**config.mk**
```make
export PLATFORM = sky130hd
export DESIGN_NAME = sw_sel_scan
export DESIGN_NICKNAME = d
export VERILOG_FILES = /design/src/rtl/sw_sel_pkg.sv /design/src/rtl/sw_sel_prescaler.sv /design/src/rtl/sw_sel_scan.sv
export SDC_FILE = /design/constraint.sdc
export NUM_CORES = 1
export LEC_CHECK = 0
export CORE_ASPECT_RATIO = 1.4
export CORE_MARGIN = 5
export CORE_UTILIZATION = 56
export DETAILED_ROUTE_END_ITERATION = 10
export HOLD_SLACK_MARGIN = 0.03
export PLACE_DENSITY = 0.79
export SKIP_LAST_GASP = 1
export SYNTH_ARGS = -nofsm -noshare
export SYNTH_HDL_FRONTEND = slang
export SYNTH_SLANG_ARGS = --single-unit
```
**constraint.sdc**
```tcl
create_clock -name clk -period 2.6 [get_ports clk]
set_input_delay 0.52 -clock clk [delete_from_list [all_inputs] [get_ports clk]]
set_output_delay 0.52 -clock clk [all_outputs]
set_load 0.01 [all_outputs]
```
**src/rtl/sw_sel_pkg.sv**
```systemverilog
// Shared types and helpers for the switch-channel selector with auto scan.
package sw_sel_pkg;

  typedef enum logic [1:0] {
    MANUAL = 2'd0,
    SCAN   = 2'd1,
    FREEZE = 2'd2
  } state_e;

  // Board wiring is reversed: select k drives switch channel n-1-k.
  function automatic int mirror_idx(input int k, input int n);
    return n - 1 - k;
  endfunction

endpackage

```
**src/rtl/sw_sel_prescaler.sv**
```systemverilog
// Mod-DIV step prescaler; tick marks the terminal count while enabled.
module sw_sel_prescaler #(
  parameter int DIV = 4
) (
  input  logic clk,
  input  logic rst,
  input  logic en,
  input  logic clr,
  output logic tick
);

  localparam int CW = (DIV > 1) ? $clog2(DIV) : 1;

  logic [CW-1:0] cnt_q, cnt_d;

  assign tick = en && (cnt_q == CW'(DIV - 1));

  // NOTE: every always_comb output gets a default first so no latch is inferred.
  always_comb begin
    cnt_d = cnt_q;
    if (clr || tick) cnt_d = '0;
    else if (en)     cnt_d = cnt_q + 1'b1;
  end

  // NOTE: sequential state is updated with non-blocking assignments only.
  always_ff @(posedge clk or posedge rst) begin
    if (rst) cnt_q <= '0;
    else     cnt_q <= cnt_d;
  end

endmodule

```
**src/rtl/sw_sel_scan.sv**
```systemverilog
// Routes one of N W-bit switch channels to a registered LED output, with manual
// select, automatic scan and hold. Define SW_SEL_SYNC_EN to synchronize all inputs.
module sw_sel_scan #(
  parameter int N        = 8,
  parameter int W        = 1,
  parameter int SEL_W    = $clog2(N),
  parameter int SCAN_DIV = 50_000_000
) (
  input  logic             clk,
  input  logic             rst,
  input  logic [SEL_W-1:0] s,
  input  logic             load,
  input  logic             scan_en,
  input  logic             hold,
  input  logic [N*W-1:0]   sw,
  output logic [W-1:0]     led,
  output logic [SEL_W-1:0] sel_q,
  output logic             step
);
  import sw_sel_pkg::*;

  logic [SEL_W-1:0] s_in;
  logic             load_in, scan_in, hold_in;
  logic [N*W-1:0]   sw_in;

`ifdef SW_SEL_SYNC_EN
  logic [SEL_W-1:0] s_m_q, s_s_q;
  logic [N*W-1:0]   sw_m_q, sw_s_q;
  logic [2:0]       load_q;
  logic [1:0]       scan_q, hold_q;

  always_ff @(posedge clk or posedge rst) begin
    if (rst) begin
      s_m_q  <= '0;
      s_s_q  <= '0;
      sw_m_q <= '0;
      sw_s_q <= '0;
      load_q <= '0;
      scan_q <= '0;
      hold_q <= '0;
    end else begin
      s_m_q  <= s;
      s_s_q  <= s_m_q;
      sw_m_q <= sw;
      sw_s_q <= sw_m_q;
      load_q <= {load_q[1:0], load};
      scan_q <= {scan_q[0], scan_en};
      hold_q <= {hold_q[0], hold};
    end
  end

  // The third load stage only serves rising-edge detection of the synchronized level.
  assign s_in    = s_s_q;
  assign load_in = load_q[1] & ~load_q[2];
  assign scan_in = scan_q[1];
  assign hold_in = hold_q[1];
  assign sw_in   = sw_s_q;
`else
  assign s_in    = s;
  assign load_in = load;
  assign scan_in = scan_en;
  assign hold_in = hold;
  assign sw_in   = sw;
`endif

  state_e           state_q, state_d;
  logic [SEL_W-1:0] sel_d, sel_inc;
  logic [W-1:0]     led_q, led_d, chan_sel;
  logic             step_q, step_d;
  logic             load_ok, pre_en, pre_clr, tick;

  assign load_ok  = load_in && (int'(s_in) < N);
  assign sel_inc  = (sel_q == SEL_W'(N - 1)) ? '0 : sel_q + 1'b1;
  assign chan_sel = sw_in[mirror_idx(int'(sel_q), N)*W +: W];

  // Counting happens in SCAN without a load, and on the release cycle of a hold back into scan.
  assign pre_en = !hold_in && scan_in &&
                  ((state_q == SCAN && !load_in) || state_q == FREEZE);

  sw_sel_prescaler #(.DIV(SCAN_DIV)) u_prescaler (
    .clk  (clk),
    .rst  (rst),
    .en   (pre_en),
    .clr  (pre_clr),
    .tick (tick)
  );

  always_comb begin
    state_d = state_q;
    sel_d   = sel_q;
    led_d   = chan_sel;
    step_d  = 1'b0;
    pre_clr = 1'b0;
    if (hold_in) begin
      state_d = FREEZE;
      led_d   = led_q;
    end else begin
      unique case (state_q)
        MANUAL: begin
          if (load_ok) sel_d = s_in;
          if (scan_in) begin
            state_d = SCAN;
            pre_clr = 1'b1;
          end
        end
        SCAN: begin
          if (load_in) begin
            if (load_ok) sel_d = s_in;
            pre_clr = 1'b1;
          end else if (tick) begin
            sel_d  = sel_inc;
            step_d = 1'b1;
          end
          if (!scan_in) begin
            state_d = MANUAL;
            pre_clr = 1'b1;
          end
        end
        FREEZE: begin
          state_d = scan_in ? SCAN : MANUAL;
          if (tick) begin
            sel_d  = sel_inc;
            step_d = 1'b1;
          end
        end
        default: state_d = MANUAL;
      endcase
    end
  end

  always_ff @(posedge clk or posedge rst) begin
    if (rst) begin
      state_q <= MANUAL;
      sel_q   <= '0;
      led_q   <= '0;
      step_q  <= 1'b0;
    end else begin
      state_q <= state_d;
      sel_q   <= sel_d;
      led_q   <= led_d;
      step_q  <= step_d;
    end
  end

  assign led  = led_q;
  assign step = step_q;

endmodule

```
==> flow_metrics.env, run 1 <==
export IMPL_fin_util_pct=69.8
export IMPL_syn_nets=238
export IMPL_synth_top_cell_area_share_pct=41.3
export IMPL_grt_max_degree=34
export IMPL_grt_pass1_vias=1640
export IMPL_initial_core_util_pct=58.6
export IMPL_vias_per_cell=5.79
export IMPL_met3_usage_pct=5.14
export IMPL_cts_root_buffer="clkbuf_8"
export IMPL_synth_edf_count=0
export IMPL_tightest_slew_ns=0.433
export IMPL_cts_resized=0
export IMPL_slowest_stage="clkdlybuf4s50_1"
export IMPL_cts_buffer_depth=2
export IMPL_critPathKind="in -> reg"
export IMPL_grt_most_used_layer="met2"
export IMPL_die_y_um=80.7
export IMPL_antenna_found_initial=0
export IMPL_yosys_top_cells_area="dfrtp_1, xnor2_1, nor2_1"
export IMPL_ff2ff_setup_slack_ns=0.53
export IMPL_crit_reg2reg_launch="state_q[1]"
export IMPL_power_density_nw_per_um2=515
export IMPL_path_buf_inv=3
export IMPL_leakage_nw=0.974
export IMPL_finalClockSkew_ns=0.00633
export IMPL_io_buffers=20
export IMPL_clock_latency_ns=0.28
export IMPL_rows=25
export IMPL_peakVddDrop_mv=0.425
export IMPL_slew_violations=0
export IMPL_met1_usage_pct=22.3
export IMPL_yosys_area_share_simple_pct=26.0
export IMPL_r2r_end="u_prescaler.cnt_q[23]"
export IMPL_fmax_mhz=471
export IMPL_rsz0062_at_grt="false"
export IMPL_track_usage_pct=20.8
export IMPL_core_area_um2=3410
export IMPL_wl_per_cell_um=15.2
export IMPL_setup_viol=0
export IMPL_crit_family="buffers and inverters"
export IMPL_synth_area_mux_share_pct=3.76
export IMPL_synth_cells=215
export IMPL_num_vias=1651
export IMPL_netlist_top_cells_count="dfrtp_1, nor2_1, xnor2_1"
export IMPL_synth_xor_area_share_pct=10.5
export IMPL_routed_wirelength_mm=4.34
export IMPL_clkSinkCount=33
export IMPL_yosysWarnings=0
export IMPL_whs_ns=0.509
export IMPL_post_place_cells=277
export IMPL_async_flop_share_pct=100
export IMPL_maxCapViolations=0
export IMPL_grt_pass1_wl_mm=7.49
export IMPL_clk_pin_slew_ns=0.07
export IMPL_crit_path_end="u_prescaler.cnt_q[23]"
export IMPL_dieWidth_um=60.5
export IMPL_ant_nets=0
export IMPL_min_period_over_period_pct=81.6
export IMPL_area_growth_pct=19.2
export IMPL_numCtsBuffers=5
export IMPL_critical_path_cell_chain="clkdlybuf4s50_1 -> nor2b_1 -> buf_4 -> o2111a_1 -> nand3_1 -> o21ai_2 -> buf_12 -> nor2_1"
export IMPL_dr_pass1_iters=4
export IMPL_synth_top_family_by_area="simple AND/OR/NAND/NOR gates"
export IMPL_layout_drive_gt1_share_pct=9.80
export IMPL_status="finished clean"
export IMPL_synth_compound_area_share_pct=10.4
export IMPL_n_antenna_cell=0
export IMPL_required_ns=2.77
export IMPL_endpoint_kind="flip-flop"
export IMPL_min_path_type="reg -> reg"
export IMPL_syn_avg_cell_area_um2=9.29
export IMPL_pin_count=21
export IMPL_slowest_delay_ns=0.47
export IMPL_fin_nets=267
export IMPL_fin_crit_ns=2.12
export IMPL_synthAdderAreaFrac_pct=4.38
export IMPL_tns_ns=0
export IMPL_yosysMostFrequentCell="dfrtp_1"
export IMPL_dieArea_um2=4880
export IMPL_cp_depth=8
export IMPL_cts_hold_buffers_added=0
export IMPL_gp_congestion=0.859
export IMPL_yosysUniqueCellTypes=44
export IMPL_use_met2_pct=37.1
export IMPL_netlist_area_um2=2000
export IMPL_htreeDepth=2
export IMPL_post_cts_buffers=0
export IMPL_drt_iter0_markers=61
export IMPL_yosys_register_bits=33
export IMPL_r2r_cells=8
export IMPL_overflow=0
export IMPL_ys_seq_area_share_pct=41.3
export IMPL_max_slew_margin_pct=71.1
export IMPL_cp_arrival_ns=2.29
export IMPL_layout_cells_non_filler=285
export IMPL_drc_errors=0
export IMPL_cp_max_fo=26
export IMPL_cts_tree="built"
export IMPL_worstSetupStartpointType="primary input"
export IMPL_dpl_hpwl_mm=3.08
export IMPL_hold_viol_final=0
export IMPL_crit_start="scan_en"
export IMPL_synthFlopType="dfrtp_1"
export IMPL_yosysTopAreaCell="dfrtp_1"
==> worst min path at each step <==
stage	start	end	cells after the start	slack, ns
CTS	led	led	2	0.51
finish	led	led	2	0.51
global route	led	led	2	0.55
global placement	led	led	2	0.48
floorplan	u_prescaler.cnt_q[25]	u_prescaler.cnt_q[25]	2	0.50
detailed placement	led	led	2	0.50
==> kinds of logic (layout without fill, tap and decap cells) <==
kind of cell / after synthesis / after routing
AND/OR/NAND/NOR: 101 / 101
flip-flops: 33 / 33
AO/OA/AOI/OAI: 27 / 27
XOR/XNOR: 24 / 24
buffers and inverters: 18 / 48
adder cells (fa/ha/maj): 7 / 7
multiplexers: 5 / 5
==> cell type report <==
type	instances	area, um^2
well taps	40	50.0
clock buffers	8	80.1
inverters	10	37.5
flip-flops and latches	33	826
repair buffers	30	288
fillers	265	1030
multi-input cells	164	1100
==> tightest hold or removal path: stages (launching register included) <==
cell	delay [ns]
dfrtp_1	0.35
nand2_1	0.05
o21ai_0	0.07
==> per-stage QoR <==
stage                     instance area (um^2)  setup WS [ns]  total power, mW
final                                     2380          0.478             1.23
after global routing                      2380          0.375             1.31
after CTS                                 2380          0.490             1.25
after detailed placement                  2300          0.209            0.869
after global placement                    2300          0.258            0.858
after floorplan                           2000          0.610            0.753
==> routing by layer <==
| metal | up-vias | share of wire, % | wire length, um |
|---|---|---|---|
| met5 | - | 0 | 0 |
| met4 | 0 | 1.7 | 76 |
| met3 | 6 | 5.6 | 245 |
| met2 | 38 | 52 | 2240 |
| met1 | 792 | 41 | 1780 |
| li1 | 815 | - | - |
==> power by group <==
part,switching [mW],leakage (nW),total [mW],internal [mW]
clock network,0.180,0.0395,0.370,0.190
registers,0.0473,0.447,0.600,0.552
logic,0.120,0.488,0.258,0.138
==> cell usage in the layout, fill, tap and decap left out, types with 5 or more instances in the layout <==
cell / instances
buf_4: 9
nand3_1: 9
dfrtp_1: 33
nor4_1: 5
nand4_1: 8
o21ai_0: 5
nand2_1: 16
clkbuf_8: 5
inv_1: 9
nor3_1: 15
clkdlybuf4s50_1: 20
ha_1: 7
nor2_1: 31
xnor2_1: 21
==> state kept, by name (all words and copies together) (netlist names) <==
name	count
step	1
sel_q	3
u_prescaler.cnt_q	26
led	1
state_q	2
(Power assumes the default switching activity.)
==> run 2: changes to the inputs <==
--- a/config.mk
+++ b/config.mk
@@ -7,10 +7,10 @@
 export LEC_CHECK = 0
 export CORE_ASPECT_RATIO = 1.4
 export CORE_MARGIN = 5
-export CORE_UTILIZATION = 56
+export CORE_UTILIZATION = 51
 export DETAILED_ROUTE_END_ITERATION = 10
 export HOLD_SLACK_MARGIN = 0.03
-export PLACE_DENSITY = 0.79
+export PLACE_DENSITY = 0.76
 export SKIP_LAST_GASP = 1
 export SYNTH_ARGS = -nofsm -noshare
 export SYNTH_HDL_FRONTEND = slang
==> constraint.sdc (replaced) <==
create_clock -name clk -period 1.85 [get_ports clk]
set_input_delay 0.37 -clock clk [delete_from_list [all_inputs] [get_ports clk]]
set_output_delay 0.37 -clock clk [all_outputs]
set_load 0.01 [all_outputs]
==> run 2 against run 1 <==
  * The flow now finishes with violations (negative setup slack)
  * Power rose by 46%
  * Sequential power is 41% higher
  * Final cell count grew 10%
==> flow_metrics.env, run 2 (synthesis results as in run 1) <==
export IMPL_slew_violations=0
export IMPL_track_usage_pct=21.7
export IMPL_clk_pin_slew_ns=0.08
export IMPL_maxCapViolations=0
export IMPL_min_path_type="in -> async"
export IMPL_max_slew_margin_pct=70.5
export IMPL_overflow=0
export IMPL_cts_tree="built"
export IMPL_clkSinkCount=33
export IMPL_numCtsBuffers=5
export IMPL_cts_root_buffer="clkbuf_8"
export IMPL_grt_pass1_vias=1964
export IMPL_routed_wirelength_mm=5.21
export IMPL_reg_largest_list="u_prescaler.cnt_q (26), sel_q (3), state_q (2)"
export IMPL_clock_latency_ns=0.30
export IMPL_n_antenna_cell=0
export IMPL_grt_max_degree=34
export IMPL_num_vias=1839
export IMPL_dpl_hpwl_mm=3.58
export IMPL_cts_hold_buffers_added=0
export IMPL_status="complete, but fails checks"
export IMPL_cts_buffer_depth=2
export IMPL_p_comb_share_pct=22.3
export IMPL_hold_viol_final=0
export IMPL_finalPower_mw=1.79
export IMPL_drc_errors=0
export IMPL_cp_arrival_ns=2.18
export IMPL_final_common_cell="dfrtp_1"
export IMPL_dieWidth_um=62.9
export IMPL_finalClockSkew_ns=0.0106
export IMPL_dr_pass1_iters=4
export IMPL_dieArea_um2=5290
export IMPL_p_switching_mw=0.534
export IMPL_required_ns=2.03
export IMPL_fmax_mhz=500
export IMPL_vias_per_cell=5.86
export IMPL_worst_slack_ns=-0.150
export IMPL_htreeDepth=2
export IMPL_gp_congestion=0.828
export IMPL_rsz0062_at_grt="true"
export IMPL_core_area_um2=3850
export IMPL_min_period_over_period_pct=108
export IMPL_fin_util_pct=69.8
export IMPL_worstSetupStartpointType="flip-flop"
export IMPL_power_density_nw_per_um2=666
export IMPL_tns_ns=-2.11
export IMPL_setup_viol=25
export IMPL_largest_reg_flops=26
export IMPL_wl_per_cell_um=16.6
export IMPL_fin_crit_ns=2.00
export IMPL_swShare_pct=29.8
export IMPL_rows=27
export IMPL_grt_pass1_wl_mm=9.16
export IMPL_violations="negative setup slack"
export IMPL_drt_iter0_markers=119
export IMPL_clockPowerShare_pct=30.5
export IMPL_area_growth_pct=34.4
export IMPL_tightest_slew_ns=0.443
export IMPL_cp_max_fo=3
export IMPL_p_seq_share_pct=47.3
export IMPL_endpoint_kind="flip-flop"
export IMPL_antenna_found_initial=0
export IMPL_pin_count=21
export IMPL_ant_nets=0
export IMPL_mostFrequentLayoutCells="dfrtp_1, buf_4, nor2_1, xnor2_1, clkdlybuf4s50_1"
export IMPL_leakage_nw=1.16
export IMPL_critPathKind="reg -> reg"
export IMPL_fin_nets=293
export IMPL_io_buffers=20
export IMPL_layout_drive_gt1_share_pct=22.5
export IMPL_die_y_um=84.1
export IMPL_regMostFlops="u_prescaler.cnt_q"
export IMPL_peakVddDrop_mv=0.736
export IMPL_intPower_mw=1.25
export IMPL_place_ws_ns=-0.240
export IMPL_initial_core_util_pct=51.9
[run 2: repair_timing]
action	4_1_cts	5_1_grt
setup endpoints to repair	29	30
resized for setup	8	6
pin swaps	1	0
gates cloned	1	0
buffers inserted	2	2
[run 2: cell type report]
cell class,count,area [um^2]
fill,309,1160
multi-input combinational,164,1160
sequential,33,826
timing repair buffer,56,523
clock buffer,6,72.6
tap,43,53.8
inverter,10,37.5
clock inverter,2,10.0
[run 2: worst paths after layout]
check / from / to / slack, ns / cells past startpoint
setup reg to reg: u_prescaler.cnt_q[8] / sel_q[0] / -0.15 / 5
min in group clk: led / led / 0.51 / 2
hold reg to reg: led / led / 0.51 / 2
hold / removal: rst / sel_q[2] / 0.46 / 3
max in group asynchronous: rst / u_prescaler.cnt_q[17] / 1.06 / 3
setup / recovery: u_prescaler.cnt_q[8] / sel_q[0] / -0.15 / 5
[run 2: power by group through the flow]
stage,Clock [mW],Combinational (mW),Sequential (mW)
after floorplan,0,0.208,0.852
after global placement,0,0.365,0.854
after detailed placement,0,0.377,0.859
after CTS,0.553,0.393,0.845
after global routing,0.591,0.444,0.858
final,0.545,0.398,0.845
[run 2: per-layer routing]
metal / GRT usage [%] / wire length, um / vias up / part of all wire [%]
met2: 36.7 / 2710 / 66 / 52
met5: 0 / 0 / - / 0
met1: 23.2 / 2020 / 879 / 39
met4: 15.3 / 251 / 0 / 4.8
met3: 4.85 / 232 / 25 / 4.5
li1: - / - / 869 / -
[run 2: critical path, stage by stage, from the launching register on]
cell and delay [ns]:
dfrtp_1 0.40, or4b_4 0.55, or3_4 0.37, nor3_4 0.14, o21ai_1 0.11, a221o_1 0.32
[run 2: metrics by stage]
step | area, um^2 | hold WS [ns] | std cells
floorplan | 2010 | 0.499 | 215
global placement | 2470 | 0.470 | 301
detailed placement | 2470 | 0.503 | 301
CTS | 2630 | 0.478 | 312
global route | 2690 | 0.490 | 314
finish | 2690 | 0.458 | 314
==> run 3: changes to the inputs <==
--- a/config.mk
+++ b/config.mk
@@ -5,7 +5,7 @@
 export SDC_FILE = /design/constraint.sdc
 export NUM_CORES = 1
 export LEC_CHECK = 0
-export CORE_ASPECT_RATIO = 1.4
+export CORE_ASPECT_RATIO = 0.9
 export CORE_MARGIN = 5
 export CORE_UTILIZATION = 51
 export DETAILED_ROUTE_END_ITERATION = 10
==> run 3 against run 2 <==
  * The flow still finishes with violations (negative setup slack)
  * Count of clock-buffer cells in the layout up 1
  * Largest cell class unchanged
  * Sequential power barely moved
  * Clock power shrank 1%
  * Highest routed layer unchanged
  * Critical endpoint unchanged
==> flow_metrics.env, run 3 (synthesis results as in run 1) <==
export IMPL_grt_max_degree=34
export IMPL_power_density_nw_per_um2=631
export IMPL_cp_max_fo=3
export IMPL_leakage_nw=1.25
export IMPL_clk_pin_slew_ns=0.06
export IMPL_finalPower_mw=1.80
export IMPL_min_period_over_period_pct=107
export IMPL_cts_tree="built"
export IMPL_die_y_um=69.4
export IMPL_rsz0062_at_grt="true"
export IMPL_wl_per_cell_um=15.8
export IMPL_io_buffers=20
export IMPL_routed_wirelength_mm=5.11
export IMPL_reg_largest_list="u_prescaler.cnt_q (26), sel_q (3), state_q (2)"
export IMPL_n_antenna_cell=0
export IMPL_fin_nets=300
export IMPL_multiInputGateArea_um2=1250
export IMPL_dieWidth_um=76.0
export IMPL_dpl_hpwl_mm=3.32
export IMPL_vias_per_cell=5.69
export IMPL_tightest_slew_ns=0.483
export IMPL_pin_count=21
export IMPL_track_usage_pct=18.4
export IMPL_rows=21
export IMPL_finalClockSkew_ns=0.00465
export IMPL_ff2ff_setup_slack_ns=-0.12
export IMPL_drc_errors=0
export IMPL_crit_path_end="sel_q[0]"
export IMPL_crit_reg2reg_launch="u_prescaler.cnt_q[8]"
export IMPL_grt_pass1_wl_mm=8.08
export IMPL_regArea_um2=826
export IMPL_gp_congestion=0.836
export IMPL_largest_reg_flops=26
export IMPL_cts_root_buffer="clkbuf_8"
export IMPL_grt_pass1_vias=1775
export IMPL_placed_cell_area_um2=2520
export IMPL_area_growth_pct=42.5
export IMPL_violations="negative setup slack"
export IMPL_endpoint_kind="flip-flop"
export IMPL_initial_core_util_pct=53.2
export IMPL_worstSetupStartpointType="flip-flop"
export IMPL_cts_buffer_depth=2
export IMPL_slew_violations=0
export IMPL_maxCapViolations=0
export IMPL_required_ns=2.01
export IMPL_numCtsBuffers=5
export IMPL_status="complete, but fails checks"
export IMPL_dieArea_um2=5270
export IMPL_worst_slack_ns=-0.124
export IMPL_whs_ns=0.484
export IMPL_clock_latency_ns=0.28
export IMPL_layout_drive_gt1_share_pct=28.5
export IMPL_mostFrequentLayoutCells="buf_4, dfrtp_1, nor2_1, xnor2_1, clkdlybuf4s50_1"
export IMPL_fin_util_pct=75.8
export IMPL_num_vias=1838
export IMPL_crit_start="u_prescaler.cnt_q[8]"
export IMPL_regMostFlops="u_prescaler.cnt_q"
export IMPL_htreeDepth=2
export IMPL_core_area_um2=3760
export IMPL_ant_nets=0
export IMPL_critPathKind="reg -> reg"
export IMPL_max_slew_margin_pct=67.6
export IMPL_cp_arrival_ns=2.13
export IMPL_drt_iter0_markers=87
export IMPL_r2r_end="sel_q[0]"
export IMPL_final_common_cell="buf_4"
export IMPL_antenna_found_initial=0
export IMPL_r2r_cells=5
export IMPL_place_ws_ns=-0.335
export IMPL_clkSinkCount=33
export IMPL_setup_viol=18
export IMPL_postLayoutCellArea_um2=2850
export IMPL_min_path_type="in -> async"
export IMPL_peakVddDrop_mv=0.638
export IMPL_fmax_mhz=507
export IMPL_fin_crit_ns=1.97
export IMPL_dr_pass1_iters=4
export IMPL_fill_cells=266
export IMPL_overflow=0
export IMPL_hold_viol_final=0
==> run 3: final cells by class <==
type	instances	area share [%]
Timing Repair Buffer	63	20.6
Tap cell	46	2.02
Clock buffer	7	3.03
Multi-Input combinational cell	164	44.0
Sequential cell	33	29.0
Inverter	10	1.32
==> run 3: per-layer routing <==
metal	part of all wire (%)	up-vias	wire length [um]	global-route usage [%]
met5	0	-	0	0
met4	1.0	0	53	5.93
met3	6.4	5	327	5.32
met2	48	59	2460	30.1
met1	44	892	2270	23.4
li1	-	882	-	-
==> run 3: per-stage QoR <==
step                      instances  TNS (ns)
final                           323    -0.506
after global routing            323     -2.10
after CTS                       315    -0.261
after detailed placement        308     -8.44
after global placement          308     -7.02
after floorplan                 215   -0.0474
==> run 3: how the worst min path moves through the flow <==
stage / startpoint / end / cells past startpoint
floorplan: rst / led / 1
finish: rst / led / 3
global placement: led / led / 2
detailed placement: led / led / 2
CTS: rst / led / 3
global route: rst / led / 3
==> run 3: power breakdown <==
group / total, mW / switching (mW) / internal, mW
Sequential: 0.843 / 0.0665 / 0.776
Combinational: 0.418 / 0.185 / 0.232
Clock: 0.537 / 0.242 / 0.295
==> run 3: critical path: stages (launching register included) <==
cell and delay (ns):
dfrtp_1 0.39, or4b_4 0.55, or3_4 0.38, nor3_4 0.14, o21ai_1 0.09, a221o_1 0.30
==> run 3: what timing repair did <==
action,in CTS,in global routing
hold buffers,0,0
gates cloned,0,3
endpoints found under the setup margin,16,30
setup buffers,0,5
pin swaps,1,10
gates resized for setup,2,26
